$ cat src/rtl/csa_sub_pipe.sv
// Two-stage pipelined carry-select subtractor, o_diff = i_sub_min - i_sub_sub, with valid/ready on both sides.
// Define CSA_SUB_OVF_EN to build signed-overflow detection; otherwise o_ovf is tied to 0.
module csa_sub_pipe #(
  parameter int WIDTH = 9,
  parameter int LOW_W = 4
) (
  input  logic             clk,
  input  logic             rst_n,
  input  logic [WIDTH-1:0] i_sub_min,
  input  logic [WIDTH-1:0] i_sub_sub,
  input  logic             i_valid,
  output logic             o_ready,
  output logic [WIDTH-1:0] o_diff,
  output logic             o_borrow,
  output logic             o_ovf,
  output logic             o_valid,
  input  logic             i_ready
);

  localparam int HIGH_W = WIDTH - LOW_W;
  localparam logic [HIGH_W:0] HI_ONE = {{HIGH_W{1'b0}}, 1'b1};

  logic             accept;
  logic             s2_adv;

  logic [LOW_W:0]   low_c;
  logic [LOW_W-1:0] low_diff;
  logic [HIGH_W:0]  hi_sum_b0;
  logic [HIGH_W:0]  hi_sum_b1;

  logic              s1_valid_reg;
  logic [LOW_W-1:0]  s1_low_diff_reg;
  logic              s1_low_borrow_reg;
  logic [HIGH_W-1:0] s1_hi0_diff_reg;
  logic              s1_hi0_borrow_reg;
  logic [HIGH_W-1:0] s1_hi1_diff_reg;
  logic              s1_hi1_borrow_reg;

  logic [HIGH_W-1:0] sel_hi_diff;
  logic              sel_borrow;
  logic [WIDTH-1:0]  diff_next;

  // Low ripple segment: a + ~b with carry-in 1, carry-out inverted is the low borrow.
  assign low_c[0] = 1'b1;
  genvar gi;
  generate
    for (gi = 0; gi < LOW_W; gi++) begin : g_low
      logic p;
      assign p              = i_sub_min[gi] ^ ~i_sub_sub[gi];
      assign low_diff[gi]   = p ^ low_c[gi];
      assign low_c[gi+1]    = (i_sub_min[gi] & ~i_sub_sub[gi]) | (low_c[gi] & p);
    end
  endgenerate

  // Speculative upper halves: borrow-in 0 means carry-in 1, borrow-in 1 means carry-in 0.
  assign hi_sum_b0 = {1'b0, i_sub_min[WIDTH-1:LOW_W]} + {1'b0, ~i_sub_sub[WIDTH-1:LOW_W]} + HI_ONE;
  assign hi_sum_b1 = {1'b0, i_sub_min[WIDTH-1:LOW_W]} + {1'b0, ~i_sub_sub[WIDTH-1:LOW_W]};

  assign s2_adv  = s1_valid_reg & (~o_valid | i_ready);
  assign o_ready = ~s1_valid_reg | s2_adv;
  assign accept  = i_valid & o_ready;

  always_ff @(posedge clk or negedge rst_n) begin
    if (!rst_n) begin
      s1_valid_reg      <= 1'b0;
      s1_low_diff_reg   <= '0;
      s1_low_borrow_reg <= 1'b0;
      s1_hi0_diff_reg   <= '0;
      s1_hi0_borrow_reg <= 1'b0;
      s1_hi1_diff_reg   <= '0;
      s1_hi1_borrow_reg <= 1'b0;
    end else if (accept) begin
      s1_valid_reg      <= 1'b1;
      s1_low_diff_reg   <= low_diff;
      s1_low_borrow_reg <= ~low_c[LOW_W];
      s1_hi0_diff_reg   <= hi_sum_b0[HIGH_W-1:0];
      s1_hi0_borrow_reg <= ~hi_sum_b0[HIGH_W];
      s1_hi1_diff_reg   <= hi_sum_b1[HIGH_W-1:0];
      s1_hi1_borrow_reg <= ~hi_sum_b1[HIGH_W];
    end else if (s2_adv) begin
      s1_valid_reg <= 1'b0;
    end
  end

  always_comb begin
    sel_hi_diff = s1_hi0_diff_reg;
    sel_borrow  = s1_hi0_borrow_reg;
    if (s1_low_borrow_reg) begin
      sel_hi_diff = s1_hi1_diff_reg;
      sel_borrow  = s1_hi1_borrow_reg;
    end
  end

  assign diff_next = {sel_hi_diff, s1_low_diff_reg};

  always_ff @(posedge clk or negedge rst_n) begin
    if (!rst_n) begin
      o_valid  <= 1'b0;
      o_diff   <= '0;
      o_borrow <= 1'b0;
    end else if (s2_adv) begin
      o_valid  <= 1'b1;
      o_diff   <= diff_next;
      o_borrow <= sel_borrow;
    end else if (i_ready) begin
      o_valid <= 1'b0;
    end
  end

`ifdef CSA_SUB_OVF_EN
  logic s1_a_msb_reg;
  logic s1_b_msb_reg;
  logic ovf_reg;

  always_ff @(posedge clk or negedge rst_n) begin
    if (!rst_n) begin
      s1_a_msb_reg <= 1'b0;
      s1_b_msb_reg <= 1'b0;
    end else if (accept) begin
      s1_a_msb_reg <= i_sub_min[WIDTH-1];
      s1_b_msb_reg <= i_sub_sub[WIDTH-1];
    end
  end

  // Overflow when operand signs differ and the result sign differs from the minuend.
  always_ff @(posedge clk or negedge rst_n) begin
    if (!rst_n) begin
      ovf_reg <= 1'b0;
    end else if (s2_adv) begin
      ovf_reg <= (s1_a_msb_reg ^ s1_b_msb_reg) & (s1_a_msb_reg ^ sel_hi_diff[HIGH_W-1]);
    end
  end

  assign o_ovf = ovf_reg;
`else
  assign o_ovf = 1'b0;
`endif

endmodule

$ cat config.mk
export PLATFORM = sky130hd
export DESIGN_NAME = csa_sub_pipe
export DESIGN_NICKNAME = d
export VERILOG_FILES = /design/src/rtl/csa_sub_pipe.sv
export SDC_FILE = /design/constraint.sdc
export NUM_CORES = 1
export LEC_CHECK = 0
export CORE_ASPECT_RATIO = 1.5
export CORE_UTILIZATION = 35
export CTS_BUF_LIST = sky130_fd_sc_hd__clkbuf_4
export DETAILED_ROUTE_END_ITERATION = 16
export GPL_TIMING_DRIVEN = 0
export PLACE_DENSITY = 0.66
export SLEW_MARGIN = 20
export SYNTH_ARGS = -nofsm -noshare
export SYNTH_HDL_FRONTEND = slang
export SYNTH_SLANG_ARGS = --single-unit
$ cat constraint.sdc
create_clock -name clk -period 1.2 [get_ports clk]
set_input_delay 0.18 -clock clk [delete_from_list [all_inputs] [get_ports clk]]
set_output_delay 0.18 -clock clk [all_outputs]
set_load 0.02 [all_outputs]
==> impl_metrics.env <==
export IMPL_status="complete, but fails checks"
export IMPL_violations="negative setup slack"
export IMPL_multi_input_area_um2=1020
export IMPL_period_needed_ns=1.68
export IMPL_dieArea_um2=4630
export IMPL_die_h_um=82.9
export IMPL_largest_reg_flops=9
export IMPL_ios=35
export IMPL_cts_tree="yes"
export IMPL_synthAdderAreaFrac=0.110
export IMPL_ff2ff_path_depth=5
export IMPL_timing_final_crit_share=1.40
export IMPL_synthMuxAreaShare=0.120
export IMPL_routed_via_density=4.79
export IMPL_htreeDepth=2
export IMPL_slowest_delay_ns=0.40
export IMPL_utilization=0.602
export IMPL_slowest_stage="o41a_1"
export IMPL_yosys_warnings=0
export IMPL_synth_cell_types=30
export IMPL_min_path_cells=3
export IMPL_ys_seq_area_frac=0.475
export IMPL_critPathLaunchType="input port"
export IMPL_yosysTopAreaCellShare=0.475
export IMPL_ir_drop_uv=1050
export IMPL_cp_max_fo=2
export IMPL_path_clk_slew_ns=0.09
export IMPL_syn2layout_area_growth_pct=65.9
export IMPL_avgSynthCellArea_um2=11.1
export IMPL_fmax_ghz=0.594
export IMPL_finalMaxSlewViolations=0
export IMPL_synth_top_family_by_area="multiplexers"
export IMPL_drcViolationCount=0
export IMPL_critical_path_class="in -> reg"
export IMPL_r2r_setup_slack_ns=-0.12
export IMPL_core_area_um2=4210
export IMPL_powerDensity_nw_per_um2=1300
export IMPL_grt_max_degree=30
export IMPL_setup_viol=16
export IMPL_synthSimpleGateAreaFrac=0.106
export IMPL_routedWlPerCell_um=13.8
export IMPL_start_util=0.363
export IMPL_antenna_cells=0
export IMPL_grt_pass1_wl_um=5710
export IMPL_clock_sinks=29
export IMPL_dpl_instance_area_um2=2080
export IMPL_die_w_um=55.9
export IMPL_rsz0062_at_grt="true"
export IMPL_syn_inst=137
export IMPL_synth_compound_area_share=0.0910
export IMPL_clockRootBuffer="clkbuf_4"
export IMPL_finalInstanceArea_um2=2530
export IMPL_fillCellCount=355
export IMPL_yosysTopAreaCell="dfrtp_1"
export IMPL_syn_nets=170
export IMPL_yosys_top_cells_count="29 x dfrtp_1, 18 x nand2_1, 14 x inv_1, 13 x o21ai_0, 11 x mux2_2"
export IMPL_drt_wl_total_um=3410
export IMPL_endpoint_kind="register"
export IMPL_dpl_hpwl_um=2260
export IMPL_finalClockSkew_ns=0.0119
export IMPL_port_buffers=33
export IMPL_relSlewSlack=0.578
export IMPL_cp_required_ns=1.41
export IMPL_cp_data_arrival_time_ns=1.89
export IMPL_ant_nets=0
export IMPL_syn_cell_area_um2=1530
export IMPL_overflow=0
export IMPL_hold_class="in -> reg"
export IMPL_synth_ff_type="dfrtp_1"
export IMPL_grt_antenna_before_repair=0
export IMPL_tightest_slew_ns=0.633
export IMPL_cap_violations=0
export IMPL_synth_edf_count=0
export IMPL_drive_gt1_frac=0.550
export IMPL_rows=29
export IMPL_setup_slack_ns=-0.483
export IMPL_first_pass_iters=5
export IMPL_synth_area_leaders="dfrtp_1 48%, mux2_2 8.1%, ha_1 5.7%, fa_1 5.2%, nand2_1 4.4%"
export IMPL_cts_buffer_depth=2
export IMPL_insertion_delay_ns=0.32
export IMPL_yosysMostFrequentCell="dfrtp_1"
export IMPL_finalHoldViolCount=0
export IMPL_drt_initial_drc_count=15
export IMPL_p_leak_uw=0.00114
export IMPL_ff_latch_area_um2=727
export IMPL_grt_total_usage=0.159
export IMPL_synth_xor_xnor_area_share=0.0451
export IMPL_path_cells="buf_8, inv_12, ha_4, inv_2, fa_2, buf_6, xnor2_4, nand3_2, o41a_1, o31a_1"
export IMPL_fin_nets=235
export IMPL_async_flop_share=1.00
export IMPL_synth_seq_cells=29
export IMPL_numCtsBuffers=5
export IMPL_gp_congestion=0.711
export IMPL_via_count=1187
export IMPL_grt_pass1_vias=1231
==> cells in the final DEF (no fill, tap or decap), types with 5 or more instances in the layout <==
cell type	instances
dfrtp_1	28
buf_4	16
nand2_1	11
buf_6	10
inv_2	9
o21ai_1	7
ha_4	7
clkdlybuf4s50_1	7
clkbuf_2	7
mux2i_1	6
o21ai_0	6
mux2_2	6
clkbuf_4	6
buf_8	5
mux2_4	5
dlygate4sd2_1	5
clkdlybuf4s15_1	5
==> area by class of cell <==
| type | instances | area share |
|---|---|---|
| clock buffer | 6 | 0.0178 |
| multi-input combinational | 89 | 0.403 |
| timing repair buffer | 59 | 0.217 |
| inverter | 14 | 0.0306 |
| sequential | 29 | 0.287 |
| tap | 46 | 0.0227 |
| clock inverter | 1 | 0.00148 |
| buffer | 4 | 0.0203 |
==> what timing repair did <==
action / CTS / global route
cloned: 0 / 1
endpoints found under the hold margin: 29 / 0
endpoints found under the setup margin: 36 / 32
setup buffers: 20 / 6
hold buffers: 1 / 0
gates resized for setup: 94 / 33
pin swaps: 16 / 19
==> per-layer routing <==
| layer | GRT usage | share of wire | vias to the layer above |
|---|---|---|---|
| met5 | 0 | 0 | - |
| met4 | 0.0710 | 0.018 | 0 |
| met3 | 0.0358 | 0.041 | 6 |
| met2 | 0.303 | 0.58 | 33 |
| met1 | 0.159 | 0.36 | 568 |
| li1 | - | - | 580 |
==> power by group <==
| group | total (uW) | internal (uW) | switching, uW |
|---|---|---|---|
| clock network | 551 | 235 | 316 |
| registers | 1370 | 1220 | 147 |
| logic | 1370 | 741 | 629 |
==> path summary, 6_finish.rpt <==
check / startpoint / end
min in group asynchronous: rst_n / o_diff[4]$_DFFE_PN0P_
setup reg to reg: o_valid$_DFFE_PN0P_ / s1_low_borrow_reg$_DFFE_PN0P_
hold reg to reg: o_borrow$_DFFE_PN0P_ / o_borrow$_DFFE_PN0P_
setup / recovery: i_sub_sub[4] / s1_hi0_borrow_reg$_DFFE_PN0P_
max in group asynchronous: rst_n / o_valid$_DFFE_PN0P_
hold / removal: i_sub_sub[0] / s1_low_diff_reg[0]$_DFFE_PN0P_
==> critical path, delay by kind of cell <==
| family | cells | cell delay, ns |
|---|---|---|
| AO/OA/AOI/OAI | 2 | 0.65 |
| buffers and inverters | 4 | 0.32 |
| adder cells (fa/ha/maj) | 2 | 0.48 |
| AND/OR/NAND/NOR | 1 | 0.09 |
| XOR/XNOR | 1 | 0.17 |
==> through the flow <==
stage                     std cells  power [uW]  TNS [ns]  setup slack, ns  hold WS, ns
after CTS                       244        3230     -2.82           -0.519        0.142
after global routing            248        3500     -3.44           -0.513        0.161
after detailed placement        216        2540    -18.47            -1.32        0.237
final                           248        3290     -2.79           -0.483        0.147
after floorplan                 137        2080     -3.98           -0.636       -0.116
after global placement          216        2500    -31.19            -1.30        0.465
==> logic make-up after synthesis <==
family | Yosys count
buffers and inverters | 19
XOR/XNOR | 7
multiplexers | 17
flip-flops | 29
AO/OA/AOI/OAI | 21
other | 1
AND/OR/NAND/NOR | 32
adder cells (fa/ha/maj) | 11
Power figures use the tool's default switching activity.
